--- src/rtl/controle_pc_pkg.sv ---
// controle_pc_pkg: shared types and default constants for the PC sequencer.
//   estado_t            : sequencer state (EXECUTA, PARADO)
//   PC_W_PADRAO         : default program counter width
//   END_INICIAL_PADRAO  : default PC value loaded on reset
//   VETOR_INT_PADRAO    : default interrupt handler address
package controle_pc_pkg;

  localparam int unsigned PC_W_PADRAO        = 32;
  localparam logic [31:0] END_INICIAL_PADRAO = 32'd0;
  localparam logic [31:0] VETOR_INT_PADRAO   = 32'd1;

  typedef enum logic {
    EXECUTA = 1'b0,
    PARADO  = 1'b1
  } estado_t;

endpackage

--- src/rtl/controle_pc_if.sv ---
// controle_pc_if: control/target inputs and PC outputs of the PC sequencer.
//   master : control unit / comparison stage side (drives controls and targets)
//   slave  : controle_pc side (drives pc, pc_mais_um, flush, parado)
// Optional macro CONTROLE_PC_TROCA_CONTEXTO_EN adds interrupcao, retorno_int
// and pc_salvo.
interface controle_pc_if #(
  parameter int unsigned PC_W = 32
);
  logic            stall;
  logic            branch;
  logic            resultadoComparacao;
  logic            jump;
  logic            jump_reg;
  logic            halt;
  logic            continuar;
  logic [PC_W-1:0] alvo_imediato;
  logic [PC_W-1:0] alvo_registrador;
  logic [PC_W-1:0] pc;
  logic [PC_W-1:0] pc_mais_um;
  logic            flush;
  logic            parado;
`ifdef CONTROLE_PC_TROCA_CONTEXTO_EN
  logic            interrupcao;
  logic            retorno_int;
  logic [PC_W-1:0] pc_salvo;

  modport master (
    output stall, branch, resultadoComparacao, jump, jump_reg, halt, continuar,
           alvo_imediato, alvo_registrador, interrupcao, retorno_int,
    input  pc, pc_mais_um, flush, parado, pc_salvo
  );
  modport slave (
    input  stall, branch, resultadoComparacao, jump, jump_reg, halt, continuar,
           alvo_imediato, alvo_registrador, interrupcao, retorno_int,
    output pc, pc_mais_um, flush, parado, pc_salvo
  );
`else
  modport master (
    output stall, branch, resultadoComparacao, jump, jump_reg, halt, continuar,
           alvo_imediato, alvo_registrador,
    input  pc, pc_mais_um, flush, parado
  );
  modport slave (
    input  stall, branch, resultadoComparacao, jump, jump_reg, halt, continuar,
           alvo_imediato, alvo_registrador,
    output pc, pc_mais_um, flush, parado
  );
`endif
endinterface

--- src/rtl/controle_pc_seletor_proximo_pc.sv ---
// seletor_proximo_pc: combinational priority mux for the next PC.
//   Priority: halt (pc+1, no redirect) > [interrupt > return] > jump_reg >
//   jump > taken branch > pc+1.
//   prox_pc_o  : next PC value
//   redirect_o : next PC is a redirect (drives the registered flush)
// Optional macro CONTROLE_PC_TROCA_CONTEXTO_EN adds the interrupt/return path.
module seletor_proximo_pc #(
  parameter int unsigned    PC_W      = 32
`ifdef CONTROLE_PC_TROCA_CONTEXTO_EN
 ,parameter logic [PC_W-1:0] VETOR_INT = '0
`endif
) (
  input  logic [PC_W-1:0] pc_mais_um_i,
  input  logic            halt_i,
  input  logic            jump_reg_i,
  input  logic            jump_i,
  input  logic            branch_i,
  input  logic            resultado_i,
  input  logic [PC_W-1:0] alvo_imediato_i,
  input  logic [PC_W-1:0] alvo_registrador_i,
`ifdef CONTROLE_PC_TROCA_CONTEXTO_EN
  input  logic            interrupcao_i,
  input  logic            retorno_int_i,
  input  logic            em_int_i,
  input  logic [PC_W-1:0] pc_salvo_i,
  output logic [PC_W-1:0] prox_normal_o,
  output logic            toma_int_o,
  output logic            toma_ret_o,
`endif
  output logic [PC_W-1:0] prox_pc_o,
  output logic            redirect_o
);

  logic [PC_W-1:0] prox_normal;
  logic            redir_normal;

  always_comb begin
    prox_normal  = pc_mais_um_i;
    redir_normal = 1'b0;
    if (!halt_i) begin
      if (jump_reg_i) begin
        prox_normal  = alvo_registrador_i;
        redir_normal = 1'b1;
      end else if (jump_i || (branch_i && resultado_i)) begin
        prox_normal  = alvo_imediato_i;
        redir_normal = 1'b1;
      end
    end
  end

`ifdef CONTROLE_PC_TROCA_CONTEXTO_EN
  // Interrupt and return are mutually exclusive through em_int.
  assign toma_int_o    = interrupcao_i & ~em_int_i & ~halt_i;
  assign toma_ret_o    = retorno_int_i &  em_int_i & ~halt_i;
  assign prox_normal_o = prox_normal;
  assign prox_pc_o     = toma_int_o ? VETOR_INT :
                         toma_ret_o ? pc_salvo_i : prox_normal;
  assign redirect_o    = toma_int_o | toma_ret_o | redir_normal;
`else
  assign prox_pc_o  = prox_normal;
  assign redirect_o = redir_normal;
`endif

endmodule

--- src/rtl/controle_pc.sv ---
// controle_pc: program-counter sequencer after the branch comparison stage.
//   clock, reset : rising-edge clock, synchronous active-high reset
//   bus (slave)  : stall/branch/resultadoComparacao/jump/jump_reg/halt/
//                  continuar and targets in; pc, pc_mais_um (comb), flush
//                  (registered redirect pulse), parado out
// Optional macro CONTROLE_PC_TROCA_CONTEXTO_EN adds interrupt entry/return
// (interrupcao, retorno_int, pc_salvo) with handler address VETOR_INT.
module controle_pc
  import controle_pc_pkg::*;
#(
  parameter int unsigned     PC_W        = PC_W_PADRAO,
  parameter logic [PC_W-1:0] END_INICIAL = PC_W'(END_INICIAL_PADRAO)
`ifdef CONTROLE_PC_TROCA_CONTEXTO_EN
 ,parameter logic [PC_W-1:0] VETOR_INT   = PC_W'(VETOR_INT_PADRAO)
`endif
) (
  input  logic         clock,
  input  logic         reset,
  controle_pc_if.slave bus
);

  estado_t         estado_q, estado_d;
  logic [PC_W-1:0] pc_q, pc_d;
  logic            flush_q, flush_d;
  logic            continuar_q;
  logic [PC_W-1:0] pc_mais_um;
  logic [PC_W-1:0] prox_pc;
  logic            redirect;
`ifdef CONTROLE_PC_TROCA_CONTEXTO_EN
  logic            em_int_q, em_int_d;
  logic [PC_W-1:0] pc_salvo_q, pc_salvo_d;
  logic [PC_W-1:0] prox_normal;
  logic            toma_int, toma_ret;
`endif

  assign pc_mais_um = pc_q + PC_W'(1);

  seletor_proximo_pc #(
    .PC_W      (PC_W)
`ifdef CONTROLE_PC_TROCA_CONTEXTO_EN
   ,.VETOR_INT (VETOR_INT)
`endif
  ) u_seletor (
    .pc_mais_um_i       (pc_mais_um),
    .halt_i             (bus.halt),
    .jump_reg_i         (bus.jump_reg),
    .jump_i             (bus.jump),
    .branch_i           (bus.branch),
    .resultado_i        (bus.resultadoComparacao),
    .alvo_imediato_i    (bus.alvo_imediato),
    .alvo_registrador_i (bus.alvo_registrador),
`ifdef CONTROLE_PC_TROCA_CONTEXTO_EN
    .interrupcao_i      (bus.interrupcao),
    .retorno_int_i      (bus.retorno_int),
    .em_int_i           (em_int_q),
    .pc_salvo_i         (pc_salvo_q),
    .prox_normal_o      (prox_normal),
    .toma_int_o         (toma_int),
    .toma_ret_o         (toma_ret),
`endif
    .prox_pc_o          (prox_pc),
    .redirect_o         (redirect)
  );

  always_comb begin
    estado_d = estado_q;
    pc_d     = pc_q;
    flush_d  = 1'b0;
`ifdef CONTROLE_PC_TROCA_CONTEXTO_EN
    em_int_d   = em_int_q;
    pc_salvo_d = pc_salvo_q;
`endif
    case (estado_q)
      EXECUTA: begin
        if (!bus.stall) begin
          pc_d    = prox_pc;
          flush_d = redirect;
          if (bus.halt) estado_d = PARADO;
`ifdef CONTROLE_PC_TROCA_CONTEXTO_EN
          if (toma_int) begin
            pc_salvo_d = prox_normal;
            em_int_d   = 1'b1;
          end
          if (toma_ret) em_int_d = 1'b0;
`endif
        end
      end
      PARADO: begin
        // Resume only on a rising continuar, so a level already high when
        // halt was accepted does not release the halt.
        if (bus.continuar && !continuar_q) estado_d = EXECUTA;
      end
    endcase
  end

  always_ff @(posedge clock) begin
    if (reset) begin
      estado_q    <= EXECUTA;
      pc_q        <= END_INICIAL;
      flush_q     <= 1'b0;
      continuar_q <= 1'b0;
`ifdef CONTROLE_PC_TROCA_CONTEXTO_EN
      em_int_q    <= 1'b0;
      pc_salvo_q  <= '0;
`endif
    end else begin
      estado_q    <= estado_d;
      pc_q        <= pc_d;
      flush_q     <= flush_d;
      continuar_q <= bus.continuar;
`ifdef CONTROLE_PC_TROCA_CONTEXTO_EN
      em_int_q    <= em_int_d;
      pc_salvo_q  <= pc_salvo_d;
`endif
    end
  end

  assign bus.pc         = pc_q;
  assign bus.pc_mais_um = pc_mais_um;
  assign bus.flush      = flush_q;
  assign bus.parado     = (estado_q == PARADO);
`ifdef CONTROLE_PC_TROCA_CONTEXTO_EN
  assign bus.pc_salvo   = pc_salvo_q;
`endif

endmodule

--- src/flat_wrapper.sv ---
// flat-port wrapper written by rule: the top's interface ports become plain ports
module controle_pc_flat import controle_pc_pkg::*;
#(
  parameter int unsigned     PC_W        = PC_W_PADRAO,
  parameter logic [PC_W-1:0] END_INICIAL = PC_W'(END_INICIAL_PADRAO)

)
  (clock, reset, bus_stall, bus_branch, bus_resultadoComparacao, bus_jump, bus_jump_reg, bus_halt, bus_continuar, bus_alvo_imediato, bus_alvo_registrador, bus_pc, bus_pc_mais_um, bus_flush, bus_parado);
  controle_pc_if #(.PC_W(PC_W)) bus_i ();
  input  logic clock;
  input  logic reset;
  input wire logic [$bits(bus_i.stall)-1:0] bus_stall;
  input wire logic [$bits(bus_i.branch)-1:0] bus_branch;
  input wire logic [$bits(bus_i.resultadoComparacao)-1:0] bus_resultadoComparacao;
  input wire logic [$bits(bus_i.jump)-1:0] bus_jump;
  input wire logic [$bits(bus_i.jump_reg)-1:0] bus_jump_reg;
  input wire logic [$bits(bus_i.halt)-1:0] bus_halt;
  input wire logic [$bits(bus_i.continuar)-1:0] bus_continuar;
  input wire logic [$bits(bus_i.alvo_imediato)-1:0] bus_alvo_imediato;
  input wire logic [$bits(bus_i.alvo_registrador)-1:0] bus_alvo_registrador;
  output wire logic [$bits(bus_i.pc)-1:0] bus_pc;
  output wire logic [$bits(bus_i.pc_mais_um)-1:0] bus_pc_mais_um;
  output wire logic [$bits(bus_i.flush)-1:0] bus_flush;
  output wire logic [$bits(bus_i.parado)-1:0] bus_parado;
  assign bus_i.stall = bus_stall;
  assign bus_i.branch = bus_branch;
  assign bus_i.resultadoComparacao = bus_resultadoComparacao;
  assign bus_i.jump = bus_jump;
  assign bus_i.jump_reg = bus_jump_reg;
  assign bus_i.halt = bus_halt;
  assign bus_i.continuar = bus_continuar;
  assign bus_i.alvo_imediato = bus_alvo_imediato;
  assign bus_i.alvo_registrador = bus_alvo_registrador;
  assign bus_pc = bus_i.pc;
  assign bus_pc_mais_um = bus_i.pc_mais_um;
  assign bus_flush = bus_i.flush;
  assign bus_parado = bus_i.parado;
  controle_pc #(.PC_W(PC_W), .END_INICIAL(END_INICIAL)) u_core (.clock(clock), .reset(reset), .bus(bus_i));
endmodule
--- config.mk ---
export PLATFORM = sky130hd
export DESIGN_NAME = controle_pc_flat
export DESIGN_NICKNAME = d
export VERILOG_FILES = /design/src/rtl/controle_pc_pkg.sv /design/src/rtl/controle_pc_if.sv /design/src/rtl/controle_pc_seletor_proximo_pc.sv /design/src/rtl/controle_pc.sv /design/src/flat_wrapper.sv
export SDC_FILE = /design/constraint.sdc
export NUM_CORES = 1
export LEC_CHECK = 0
export CAP_MARGIN = 10
export CORE_MARGIN = 2
export CORE_UTILIZATION = 42
export CTS_BUF_LIST = sky130_fd_sc_hd__clkbuf_8
export CTS_CLUSTER_DIAMETER = 30
export DETAILED_ROUTE_END_ITERATION = 16
export PLACE_DENSITY = 0.83
export REMOVE_ABC_BUFFERS = 1
export SYNTH_ARGS = -nofsm -noshare
export SYNTH_HDL_FRONTEND = slang
export SYNTH_SLANG_ARGS = --single-unit
export TNS_END_PERCENT = 30
--- constraint.sdc ---
create_clock -name clock -period 2.74 [get_ports clock]
set_input_delay 0.548 -clock clock [delete_from_list [all_inputs] [get_ports clock]]
set_output_delay 0.548 -clock clock [all_outputs]
set_load 0.005 [all_outputs]
==> out/results.ini, run 1 <==
[logic_synthesis]
synthMuxAreaShare_pct = 0.3680
synth_xor_area_share_pct = 8.050
yosysWarnings = 0
synth_top_area_share_pct = 25.76
synth_edf_count = 0
synth_top_cell_by_area = dfxtp_1
synth-main-ff-cell = dfxtp_1
yosys.area_share.simple_pct = 27.83
synthCells = 358
syn_area_mm2 = 0.002720
synth-compound-area-share_pct = 30.63
synth-seq-cells = 35
synthDistinctLibCells = 59
synthAdderAreaFrac_pct = 0.4600
synth_top_family_by_area = compound AO/OA/AOI/OAI gates
syn_area_per_cell_um2 = 7.598
synth_seq_area_share_pct = 25.76
postSynth.asyncResetShare_pct = 0
synthTopCellsByArea = dfxtp_1 26%, xnor2_1 6.8%, a221oi_1 6.1%, nor2_1 4.4%, a21oi_1 3.7%

[critical_path]
critPathKind = reg2out
critPathMaxFanout = 5
crit_buf_inv = 3
crit_chain = buf_4, and4_4, buf_4, and4_4, nand3_1, xnor2_1, clkdlybuf4s50_1
r2r_setup_slack_ps = 410
critPathTopFamily = buffers and inverters
r2r_start = u_core.bus.pc[1]
worstSetupEndpointType = primary output
r2r_end = u_core.bus.pc[30]
worstPathRequired_ps = 2190
start_kind = register
worst_path_max_delay_cell = clkdlybuf4s50_1
crit_arrival_ps = 2290
rr_worst_depth = 10
cp_slowest_stage_delay_ps = 540

[power_and_ir_drop]
vdd_ir_drop_max_mv = 0.2586
p_leak_nw = 2.009
p_per_area_mw_per_mm2 = 332.8

[sta]
rsz0062_at_grt = true
finalHoldViolCount = 0
setup_ws_ps = -94.95
worst_pin_slew_ps = 521.3
relSlewSlack_pct = 65.25
fin_crit_sh_pct = 103.5
fmax_mhz = 352.7
drv_slew = 0
setup_viol = 4
period_needed_ps = 2835
skew_ps = 4.632

[grt]
grt_antenna_before_repair = 0
grt_usage_pct = 29.49
gr-total-overflow = 0
grt_pass1_wl_um = 17370
grt_max_degree = 21
grt_pass1_vias = 3652

[layout]
final_util_pct = 77.09
fillers = 471
fin_cells = 620
area.growth.synth_to_final_pct = 78.93
layout-drive-gt1-share_pct = 23.57
n_antenna_cell = 0
regArea_um2 = 714.4
nNetsFinal = 616
multi_input_area_mm2 = 0.001978

[clock_network]
cts_tree = built
cts_sinks = 35
clockRootBuffer = clkbuf_8
clk_latency_ps = 290
clk_path_buf_depth = 2
numCtsBuffers = 5
cts.htree.levels = 2
path_clk_slew_ps = 70

[detailed_routing]
drt-initial-drc-count = 239
routed_via_density = 6.089
drcViolationCount = 0
avgRoutedWirePerCell_um = 18.10
vias = 3775
ant_nets = 0
wl_um = 11220
dr.pass1.iters = 5

[min_path]
hold_start = u_core.continuar_q
worstHoldPathCells = 2
holdPathEnd = u_core.bus.parado
holdCritPathClass = reg2reg

[placement]
portBuffers = 138
dp_slack_ps = -164.7
place_hpwl_um = 8135
placed_cells = 606
place_congestion = 0.9039

[job]
drv_cap = 0

[die]
top_level_ports = 139
die_w_um = 84.48
rows = 29
dieArea_mm2 = 0.007136
core_area_mm2 = 0.006314
die_h_um = 84.48
start_util_pct = 43.08

[outcome]
failed_checks = negative setup slack
status = finished, violations left

-- worst max-delay path by stage --
stage / start / endpoint / slack [ps] / depth (start not counted)
after global routing: u_core.bus.pc[1] / bus_pc_mais_um[22] / -190 / 6
final: u_core.bus.pc[3] / bus_pc_mais_um[23] / -90 / 7
after CTS: u_core.bus.pc[14] / bus_pc_mais_um[26] / -230 / 7
after floorplan: bus_branch / u_core.bus.pc[24] / -160 / 5
after detailed placement: u_core.bus.pc[1] / bus_pc_mais_um[22] / -160 / 6
after global placement: u_core.bus.pc[0] / bus_pc_mais_um[22] / -120 / 6
-- placed cells by master (no fill, tap or decap), types with 3 or more instances in the layout --
master	synthesis	final
a21oi_1	20	19
or2_2	6	6
inv_1	13	14
and3_1	4	3
nand3_1	13	12
nor2_2	0	3
and4_1	5	3
a211oi_1	6	6
nor4_2	0	4
nand4_1	9	9
buf_6	3	5
clkbuf_8	0	7
a221oi_1	19	19
o32ai_1	3	3
clkdlybuf4s50_1	0	121
nor3_1	19	15
a221o_1	10	10
xor2_1	4	4
dlymetal6s2s_1	0	10
dfxtp_1	35	24
nand2_1	20	19
buf_4	1	61
nor4_1	11	6
xnor2_1	21	19
a21o_1	4	4
dlygate4sd2_1	0	5
o21ai_0	20	20
dfxtp_2	0	11
o221ai_1	3	3
nor2_1	32	28
a22o_1	5	5
a31oi_1	5	5
or4_1	3	3
nor3_2	0	3
-- power by group --
group	switching, mW	internal (mW)	total [mW]	leakage, nW
Sequential	0.0357	0.551	0.586	0.292
Clock	0.187	0.226	0.413	0.0557
Combinational	0.259	0.361	0.620	1.66
-- kinds of logic (layout without fill, tap and decap cells) --
family	Yosys count	count (layout)
and+or+nand+nor	141	141
AOI/OAI and AO/OA	114	114
buffers and inverters	41	226
DFF	35	35
xor gates and xnor gates	25	25
adders and majority gates	1	1
muxes	1	1
-- registers in the layout, indices dropped and copies added, names as in the netlist --
signal and cells:
u_core.bus.pc 32, u_core.bus.parado 1, u_core.bus.flush 1, u_core.continuar_q 1
-- worst reg2reg max path, stage by stage, from the launching register on --
cell     delay, ps
dfxtp_2        360
ha_4           150
nand3_1        100
buf_4          170
nor4_4         250
buf_4          160
buf_4          110
nand4_1        170
buf_4          200
a21oi_1        100
or3b_2         440
-- per-stage QoR --
step                      total power [mW]  hold WS [ps]  TNS (ps)  cell area (um2)
after floorplan                     0.8029         428.9    -703.0             2581
after global placement               1.183         438.0    -218.8             4543
after detailed placement             1.197         459.9    -414.1             4543
after CTS                            1.605         475.0     -1484             4736
after global routing                 1.689         509.1    -693.8             4867
final                                1.620         469.3    -208.2             4867
-- what timing repair did --
| item | CTS | global route |
|---|---|---|
| setup buffers | 4 | 2 |
| gates resized for setup | 27 | 36 |
| hold buffers | 0 | 0 |
| pin swaps | 7 | 3 |
| setup endpoints to repair | 19 | 24 |
-- synthesized netlist by cell type (4+ instances only) --
library cell and n:
a21oi_1 20, dfxtp_1 35, xnor2_1 21, nor3_1 19
nand2_1 20, nor2_1 32, a211oi_1 6, and3_1 4
or2_2 6, a221o_1 10, xor2_1 4, inv_1 13
and4_1 5, a31oi_1 5, nor4_1 11, nand3_1 13
nand4_1 9, a221oi_1 19, a22o_1 5, clkbuf_1 21
o21ai_0 20, a21o_1 4
-- area by class of cell --
cell class | count | share of cell area, %
inverters | 13 | 1.003
flip-flops and latches | 35 | 14.68
well taps | 77 | 1.979
repair buffers | 205 | 39.64
multi-input cells | 282 | 40.64
clock inverters | 1 | 0.07712
clock buffers | 7 | 1.979
-- per-layer routing --
layer  share of wire [%]  vias up  GRT usage (%)  wire (um)
met5                   0        -              0          0
met4                 2.8        0          10.25        311
met3                 8.2       31          5.900        919
met1                  40     1779          35.82       4436
met2                  50      216          51.88       5556
li1                    -     1749              -          -
(Power assumes the default switching activity.)
==> run 2: changes to the inputs <==
GPL_TIMING_DRIVEN = 0   (was not set)
==> run 2 against run 1 <==
Against the previous run:
- the run still ends with negative setup slack left
- register-to-register slack improved by 30 ps
- utilization fell by 0.87 points
- via count fell by 2.6%
- critical path depth fell by 1
- combinational power fell by 8.9%
- power fell by 0.54%
- final area fell by 1.1%
- clock skew barely moved
- clock power rose by 4%
- global-route usage rose by 1.0 points
- critical path type unchanged
- largest power group is now registers
==> out/results.ini, run 2 (same netlist as run 1, synthesis figures left out) <==
[clock_network]
numCtsBuffers = 5
clk_path_buf_depth = 2
cts_sinks = 35
ctsHoldBuffers = 0
path_clk_slew_ps = 80
cts.htree.levels = 2
cts_tree = built
clk_latency_ps = 290
clockRootBuffer = clkbuf_8

[sta]
drv_slew = 0
rsz0062_at_grt = true
finalHoldViolCount = 0
worst_pin_slew_ps = 748.9
setup_ws_ps = -160.5
relSlewSlack_pct = 50.07
period_needed_ps = 2900
holdWs_ps = 462.9
fmax_mhz = 344.8
skew_ps = 4.815
fin_crit_sh_pct = 105.9
setup_viol = 5

[layout]
mostFrequentLayoutCells = 125 x clkdlybuf4s50_1, 31 x buf_4, 28 x nor2_1, 20 x nand2_1, 20 x o21ai_0
nNetsFinal = 588
final_common_cell = clkdlybuf4s50_1
largest_register_ffs = 32
multi_input_area_mm2 = 0.002056
layout-drive-gt1-share_pct = 22.91
design_area_mm2 = 0.004812
fin_cells = 592
n_antenna_cell = 0
regArea_um2 = 764.5
area.growth.synth_to_final_pct = 76.91
fillers = 481

[placement]
place_hpwl_um = 7471
dpl_cell_area_mm2 = 0.004169
dp_slack_ps = -624.5
place_congestion = 0.7930
placed_cells = 550
portBuffers = 138

[power_and_ir_drop]
vdd_ir_drop_max_mv = 0.2417
p_per_area_mw_per_mm2 = 334.8
total_power_mw = 1.611
p_leak_nw = 1.863

[critical_path]
worstPathRequired_ps = 2190
worst_path_max_delay_cell = clkdlybuf4s50_1
critPathKind = reg2out
crit_arrival_ps = 2350
rr_worst_depth = 6
worstSetupEndpointType = primary output
r2r_end = u_core.bus.pc[28]
r2r_start = u_core.bus.pc[14]
crit_buf_inv = 2
crit_chain = nand4_1, buf_4, nor4_4, nand4_1, xnor2_1, clkdlybuf4s50_1
cp_slowest_stage_delay_ps = 530
r2r_setup_slack_ps = 440
critPathTopFamily = buffers and inverters
cp-startpoint = u_core.bus.pc[5]
critPathMaxFanout = 6
path_common_cell = nand4_1
start_kind = register

[detailed_routing]
vias = 3675
routed_via_density = 6.208
drt-initial-drc-count = 293
wl_um = 11300
dr.pass1.iters = 5
ant_nets = 0
drcViolationCount = 0
avgRoutedWirePerCell_um = 19.09

[die]
die_w_um = 84.48
core_area_mm2 = 0.006314
dieArea_mm2 = 0.007136
top_level_ports = 139
die_h_um = 84.48
rows = 29
start_util_pct = 43.08

[grt]
grt_usage_pct = 30.51
grt_pass1_wl_um = 17680
grt_max_degree = 35
gr-total-overflow = 0
grt_antenna_before_repair = 0
grt_pass1_vias = 3683

[min_path]
hold_start = u_core.continuar_q
holdCritPathClass = reg2reg
worstHoldPathCells = 2
holdPathEnd = u_core.bus.parado

[outcome]
status = finished, violations left
failed_checks = negative setup slack

[job]
drv_cap = 0

[run 2: through the flow]
stage / setup TNS [ps] / util (%)
2_1_floorplan: -703.0 / -
3_3_place_gp: -51910 / 64.29
3_5_place_dp: -7178 / 66.03
4_1_cts: -1106 / 74.63
5_1_grt: -1120 / 76.22
6_report: -408.4 / 76.22
[run 2: worst max-delay path by stage]
stage,slack (ps),endpoint,cells after the start
2_1_floorplan,-160,u_core.bus.pc[24],5
3_3_place_gp,-1910,u_core.bus.pc[24],5
3_5_place_dp,-620,bus_pc_mais_um[30],6
4_1_cts,-200,bus_pc_mais_um[21],6
5_1_grt,-190,bus_pc_mais_um[30],6
6_report,-160,bus_pc_mais_um[30],6
[run 2: power by group]
group	total [mW]	leakage [nW]	switching [mW]	internal, mW
registers	0.615	0.301	0.0672	0.548
logic	0.565	1.51	0.228	0.337
clock network	0.431	0.0557	0.205	0.226
[run 2: layout make-up]
class	count	share of cell area [%]
sequential	35	15.89
multi-input combinational	282	42.72
clock buffer	7	2.002
timing repair buffer	177	36.30
clock inverter	1	0.07800
tap	77	2.002
inverter	13	1.014
[run 2: tightest hold or removal path, stage by stage, from the launching register on]
cell and delay [ps]:
dfxtp_1 300, inv_1 40, a311oi_1 70
[run 2: repair_timing]
action,in CTS,in global routing
resized for setup,88,16
setup buffers,28,6
gates cloned,0,0
setup endpoints to repair,29,21
pin swaps,16,9
[run 2: metal layers]
layer	up-vias	share of wire, %	GRT usage, %
li1	1689	-	-
met1	1746	40	35.17
met2	217	50	55.48
met3	23	8.7	6.588
met4	0	2.1	10.82
met5	-	0	0
